[config.mk]
export PLATFORM = sky130hd
export DESIGN_NAME = chan_change_logger
export DESIGN_NICKNAME = d
export VERILOG_FILES = /design/src/rtl/chan_change_logger.sv
export SDC_FILE = /design/constraint.sdc
export NUM_CORES = 1
export LEC_CHECK = 0
export BUFFER_PORTS_ARGS = -buffer_cell sky130_fd_sc_hd__buf_2
export CAP_MARGIN = 0
export CORE_ASPECT_RATIO = 1.25
export CORE_MARGIN = 10
export CORE_UTILIZATION = 40
export CTS_CLUSTER_SIZE = 20
export DETAILED_ROUTE_END_ITERATION = 8
export GPL_TIMING_DRIVEN = 0
export PLACE_DENSITY = 0.59
export SYNTH_ARGS = -nofsm -noshare
export SYNTH_HDL_FRONTEND = slang
export SYNTH_SLANG_ARGS = --single-unit
[constraint.sdc]
create_clock -name osc_clk -period 6.7 [get_ports osc_clk]
set_input_delay 1.005 -clock osc_clk [delete_from_list [all_inputs] [get_ports osc_clk]]
set_output_delay 1.005 -clock osc_clk [all_outputs]
set_load 0.01 [all_outputs]
[src/rtl/chan_change_logger.sv]
// chan_change_logger
//
// Timestamped change logger for slow status signals. Each monitored channel is
// registered, compared with its previous sample and filtered by edge mode and
// per-channel enable. Every qualifying change, and every timestamp wrap,
// becomes one record in a show-ahead FIFO that is drained over valid/ready.
//
// Parameters
//   NUM_CH     number of monitored channels (1..16)
//   TS_WIDTH   free-running timestamp width (4..32)
//   DEPTH      FIFO entries, power of two, >= 2
//   EDGE_MODE  0 any change, 1 rising only, 2 falling only
//
// Ports
//   osc_clk    sole clock, rising edge
//   osc_reset  synchronous active-high reset
//   sig_in     monitored signals, already synchronous to osc_clk
//   ch_en      per-channel event enable
//   evt_valid  FIFO head holds a record
//   evt_ready  consumer accepts the head when evt_valid is high
//   evt_data   {lost, wrap, chg_mask[NUM_CH], state[NUM_CH], ts[TS_WIDTH]}
//   drop_cnt   saturating count of records rejected by a full FIFO
module chan_change_logger #(
  parameter int NUM_CH    = 3,
  parameter int TS_WIDTH  = 16,
  parameter int DEPTH     = 8,
  parameter int EDGE_MODE = 0
) (
  input  logic                             osc_clk,
  input  logic                             osc_reset,
  input  logic [NUM_CH-1:0]                sig_in,
  input  logic [NUM_CH-1:0]                ch_en,
  output logic                             evt_valid,
  input  logic                             evt_ready,
  output logic [2+2*NUM_CH+TS_WIDTH-1:0]   evt_data,
  output logic [7:0]                       drop_cnt
);

  localparam int REC_W = 2 + 2*NUM_CH + TS_WIDTH;
  localparam int AW    = $clog2(DEPTH);
  localparam logic [AW:0] DEPTH_C = (AW+1)'(DEPTH);
  localparam logic [AW:0] CNT_ONE = (AW+1)'(1);

  function automatic logic [NUM_CH-1:0] edge_filter(
    input logic [NUM_CH-1:0] chg_raw,
    input logic [NUM_CH-1:0] level
  );
    logic [NUM_CH-1:0] res;
    case (EDGE_MODE)
      1:       res = chg_raw & level;
      2:       res = chg_raw & ~level;
      default: res = chg_raw;
    endcase
    return res;
  endfunction

  function automatic logic [7:0] sat_inc8(input logic [7:0] v);
    return (v == 8'hFF) ? v : v + 8'd1;
  endfunction

  logic [NUM_CH-1:0]   sig_q;
  logic [NUM_CH-1:0]   prev_q;
  logic [TS_WIDTH-1:0] ts_q;
  logic                armed;
  logic                lost_q;

  logic [NUM_CH-1:0]   chg;
  logic [NUM_CH-1:0]   qual;
  logic                wrap;
  logic                push_req;
  logic                pop;
  logic                full;
  logic                accept;
  logic [REC_W-1:0]    rec;

  logic [REC_W-1:0]    mem [DEPTH];
  logic [AW-1:0]       wr_ptr;
  logic [AW-1:0]       rd_ptr;
  logic [AW:0]         count;

  // ---- stage 0: sample inputs; prev_q trails sig_q by one cycle ----
  always_ff @(posedge osc_clk) begin
    sig_q  <= sig_in;
    prev_q <= sig_q;
  end

  // ---- stage 1: qualify changes and form the record ----
  always_comb begin
    chg      = sig_q ^ prev_q;
    qual     = edge_filter(chg, sig_q) & ch_en;
    wrap     = &ts_q;
    // armed is low in the first cycle out of reset, while prev_q is still
    // catching up with sig_q, so no startup record can be produced.
    push_req = armed & ((|qual) | wrap);
    pop      = evt_valid & evt_ready;
    full     = (count == DEPTH_C);
    // A pop in the same cycle frees the slot, so a full FIFO still accepts.
    accept   = push_req & (~full | pop);
    rec      = {lost_q, wrap, qual, sig_q, ts_q};
  end

  always_ff @(posedge osc_clk) begin
    if (osc_reset) begin
      ts_q     <= '0;
      armed    <= 1'b0;
      lost_q   <= 1'b0;
      drop_cnt <= 8'd0;
      wr_ptr   <= '0;
      rd_ptr   <= '0;
      count    <= '0;
    end else begin
      ts_q  <= ts_q + TS_WIDTH'(1);
      armed <= 1'b1;
      if (accept) begin
        wr_ptr <= wr_ptr + AW'(1);
        lost_q <= 1'b0;
      end else if (push_req) begin
        lost_q   <= 1'b1;
        drop_cnt <= sat_inc8(drop_cnt);
      end
      if (pop) begin
        rd_ptr <= rd_ptr + AW'(1);
      end
      case ({accept, pop})
        2'b10:   count <= count + CNT_ONE;
        2'b01:   count <= count - CNT_ONE;
        default: count <= count;
      endcase
    end
  end

  always_ff @(posedge osc_clk) begin
    if (accept) begin
      mem[wr_ptr] <= rec;
    end
  end

  // ---- stage 2: show-ahead FIFO head ----
  always_comb begin
    evt_valid = (count != '0);
    evt_data  = evt_valid ? mem[rd_ptr] : '0;
  end

endmodule

Yosys cells after proc, flatten, opt, wreduce, memory -nomap -nowiden
Memory sizes are Yosys's and may differ from the RTL's. A register that Yosys moved wholly into a read port is not among the register bits. Cells that the tools add are included.

Flip-flop bits (word level): 42. Memory bits (writable): 192. Input port bits: 9. Memories kept: 1.

Memories: mem (depth 8, bits a word 24, rd ports 1, clocked after memory_dff 1, wr ports 1, line 76) `logic [REC_W-1:0] mem [DEPTH];`.

Add/subtract/negate cells: 6. Equality and inequality tests: 4. Muxes and demuxes: 7. Bitwise gates (word level): 10. Reduce and logical (&&, ||, !) cells: 6.

Operator list (number): 2-to-1 mux 24 bit (1); adder 16 x 1 -> 16 bit, second input constant (1); AND reduction 16 bit (1); adder 8 x 1 -> 8 bit, second input constant (1); == test 8 bit, second input constant (1); one-hot mux 4 bit (2 select lines) (1); adder 3 x 1 -> 3 bit, second input constant (2); 2-to-1 mux 3 bit (2); adder 4 x 1 -> 4 bit, second input constant (1); == test 4 bit, second input constant (1); nonzero test 4 bit (1); subtractor 4 x 1 -> 4 bit, second input constant (1); AND 1 bit (3); AND 3 bit (1); 2-to-1 mux 1 bit (3); inverter 1 bit (3); AND reduction 3 bit (1); OR reduction 3 bit (1); XOR 3 bit (1); == test 2 x 1 -> 1 bit, second input constant (1); == test 2 bit, second input constant (1); bitwise OR 1 bit (2); nonzero test 2 bit (1); OR reduction 2 bit (1).

Longest topological paths before layout
Word-level depth: 8. Depth in mapped cells: 11. Depth with buffers taken out: 10.

Worst setup path after synthesis
OpenSTA, ideal clock, no wires.

Kind: register -> register. Start: register ts_q[0]. End: memory mem[2][0] (netlist bit) (enable). Library setup time: 0.475 ns. Arrival: 4.484 ns. Required time: 6.225 ns. Slack: 1.742 ns. Stages on the path, launching flop included: 8. Buffers on the path: 1. Period minus slack after synthesis: 4.958 ns. Cells stage by stage: dfxtp_1 ha_1 nand4_2 or4_4 buf_6 a21oi_1 nand2b_1 nor4b_1.

Longest elaborated chain between the ends: 6.

RTL lines: from (decl) (line 63) `logic [TS_WIDTH-1:0] ts_q;`; from (signal assigned) (line 112) `ts_q <= ts_q + TS_WIDTH'(1);`; AND reduction 16 bit (line 91) `wrap = &ts_q;`; bitwise OR 1 bit (line 94) `push_req = armed & ((|qual) | wrap);`; AND 1 bit (line 94); AND 1 bit (line 98) `accept = push_req & (~full | pop);`; 2-to-1 mux 1 bit (line 133) `if (accept) begin`; 2-to-1 mux 1 bit (implied by the code) (line 134) `mem[wr_ptr] <= rec;`; to (decl) (line 76).

Every way passes these cells.

==> flow_metrics.py <==
metrics = {
    "floorplan": {
        "dieArea_sq_mm": 0.0298,
        "start_util_pct": 40.5,
        "ios": 42,
        "die_w_um": 156,
        "design.core.area_sq_mm": 0.0230,
        "die-height_um": 190,
        "num_rows": 62,
    },
    "worst_setup_path": {
        "path_depth": 6,
        "cp_max_fo": 10,
        "path_cells": "clkbuf_1 > clkbuf_1 > mux4_2 > mux2i_1 > nor2_1 > buf_2",
        "crit_type": "register to primary output",
        "cp_num_buf_inv": 3,
        "r2r-end": "mem[6][18]",
        "cpMostUsedCell": "clkbuf_1",
        "crit_family": "buffers and inverters",
        "required_ns": 5.69,
        "r2r_slack_ns": 2.82,
        "critPathMaxStageDelay_ns": 0.62,
        "arrival_ns": 2.97,
        "endpoint_kind": "primary output",
        "ff2ff_path_depth": 10,
        "cp-start-kind": "register",
        "reg2reg_from": "ts_q[0]",
        "worst_path_max_delay_cell": "clkbuf_1",
    },
    "routing": {
        "avgRoutedWirePerCell_um": 21.4,
        "dr.pass1.iters": 5,
        "drt_iter0_drc": 354,
        "antenna_left": 0,
        "num_vias": 4860,
        "finalWirelength_um": 19600,
        "drc": 0,
        "routed_via_density": 5.29,
    },
    "finish": {
        "design_area_sq_mm": 0.0110,
        "layout_commonest_cell": "edfxtp_1",
        "fin_util_pct": 47.9,
        "final_nets": 628,
        "regArea_sq_mm": 0.00667,
        "final_cell_mix": "edfxtp_1 (192), nor2_1 (56), mux4_2 (48)",
        "diodes": 0,
        "drive_gt1_share_pct": 28.7,
        "multi_input_comb_area_sq_mm": 0.00255,
        "area_growth_pct": 18.4,
        "num-fill-cells": 1928,
    },
    "flow_run": {
        "cap_viol_max_count": 0,
    },
    "grt": {
        "grt_pass1_wl_um": 30400,
        "antenna_found_initial": 0,
        "grt_max_degree": 20,
        "track_usage_pct": 13.3,
        "grt_pass1_vias": 5206,
        "grt-ovfl-total": 0,
    },
    "clock_network": {
        "cts_resized": 0,
        "ctsHoldBuffers": 0,
        "cts_tree": "done",
        "post_cts_buffers": 0,
        "clockBufferDepth": 3,
        "clock_latency_ns": 0.52,
        "clock_sinks": 237,
        "numCtsBuffers": 24,
        "cts_htree_levels": 1,
        "root_buffer": "clkbuf_16",
        "path_clk_slew_ns": 0.06,
    },
    "placed_design": {
        "dp_hpwl_um": 13600,
        "gp_congestion": 0.755,
        "place_ws_ns": 2.75,
        "portBuffers": 40,
        "place_area_sq_mm": 0.0102,
    },
    "timing": {
        "worst_pin_slew_ns": 1.14,
        "setup_viol": 0,
        "maxSlewViolCount": 0,
        "maxSlewHeadroom_pct": 23.9,
        "holdWs_ns": 0.487,
        "fin_crit_ns": 3.97,
        "final.setup_skew_ns": 0.0170,
        "max_freq_mhz": 252,
        "rsz0062_at_grt": "no",
        "hold_viol": 0,
        "layout_setup_ws_ns": 2.73,
        "final.period_utilization_pct": 59.3,
    },
    "yosys": {
        "synth_seq_area_share_pct": 71.7,
        "synth_fp_nets": 537,
        "synth.distinct_cells": 50,
        "synth_edf_count": 192,
        "syn_inst": 521,
        "synth_ff_type": "edfxtp_1",
        "netlist_area_sq_mm": 0.00930,
        "ys_warn_count": 0,
        "syn-mean-instance-area_sq_um": 17.8,
        "synth_top_area_share_pct": 62.0,
        "yosysTopAreaCell": "edfxtp_1",
        "synth-seq-cells": 237,
        "async_reset_ff_share_pct": 0,
        "synthTopCellsByArea": "edfxtp_1 (62%), mux4_2 (12%), dfxtp_1 (9.7%), mux2i_1 (3.1%), nor2_1 (2.3%)",
    },
    "power_and_ir_drop": {
        "p_leak_nw": 3.65,
        "power_density_mw_per_mm2": 361,
        "ir_drop_mv": 0.180,
    },
    "hold_path": {
        "hold_class": "register to register",
        "min-delay-start": "sig_q[2]",
        "hold_path_depth": 0,
        "whs_endpoint": "prev_q[2]",
    },
    "run_status": {
        "status": "completed",
    },
}
==> metrics by stage <==
stage	setup TNS [ns]	power [mW]	std cells
after floorplan	0	2.32	521
after global placement	-88.17	2.60	849
after detailed placement	0	2.64	874
after CTS	0	4.03	918
after global routing	0	4.14	918
final	0	3.98	918
==> power by group <==
part           total [mW]  switching (mW)  internal [mW]  leakage (nW)
combinational       0.898           0.491          0.407          1.09
clock                1.39           0.565          0.829         0.402
sequential           1.68          0.0413           1.64          2.15
==> layer usage <==
layer	part of all wire, %	GRT usage [%]	wire, um
met2	52	23.4	10200
met1	41	16.4	8110
met4	2.0	4.04	385
met5	0	0	0
met3	4.6	2.08	913
==> sequential cells by signal, indices dropped and copies added, names as in the netlist, named ones only <==
name	flops
prev_q	3
drop_cnt	8
sig_q	3
armed	1
wr_ptr	3
ts_q	16
mem	192
rd_ptr	3
lost_q	1
count	4
==> synthesized netlist by cell type, types with 2 or more instances <==
master / n
a2111oi_2: 2
nor3_1: 6
nor4b_1: 2
nand4_1: 4
edfxtp_1: 192
xor2_1: 6
o21ai_0: 5
and3_1: 2
mux2i_1: 29
nor2b_1: 3
ha_1: 6
inv_1: 10
a211oi_1: 2
nor3b_1: 3
or3_2: 2
a21oi_1: 8
nor2_1: 57
dfxtp_1: 45
xnor2_1: 18
buf_1: 4
nor4_1: 2
o211ai_1: 2
and2_1: 5
nand3_1: 8
or3_1: 2
nand2_1: 10
a21o_1: 2
buf_2: 3
mux4_2: 48
clkbuf_1: 13
==> how the worst max path moves through the flow <==
stage	startpoint	to	slack, ns
final	register	evt_data[5]	2.73
after global routing	ts_q[0]	mem[6][2]	2.51
after CTS	register	evt_data[5]	2.67
after detailed placement	ts_q[0]	mem[6][20]	2.75
after global placement	ts_q[0]	mem[1][20]	-1.39
after floorplan	ts_q[0]	mem[2][0]	1.74
==> cell families after synthesis <==
group / share of synthesized area [%]
compound gates: 2.91
xor+xnor: 2.26
fa+ha+maj: 1.02
buf+inv: 1.49
flops: 71.7
mux: 14.9
simple gates: 5.76
==> final cells by class <==
cell class	instances	share of cell area [%]
repair buffers	65	4.12
clock buffers	25	5.58
multi-input cells	251	23.1
well taps	288	3.27
flip-flops and latches	237	60.6
inverters	11	0.375
clock inverters	19	2.06
plain buffers	22	0.887
Note: power is estimated with default switching activity, not from simulation.
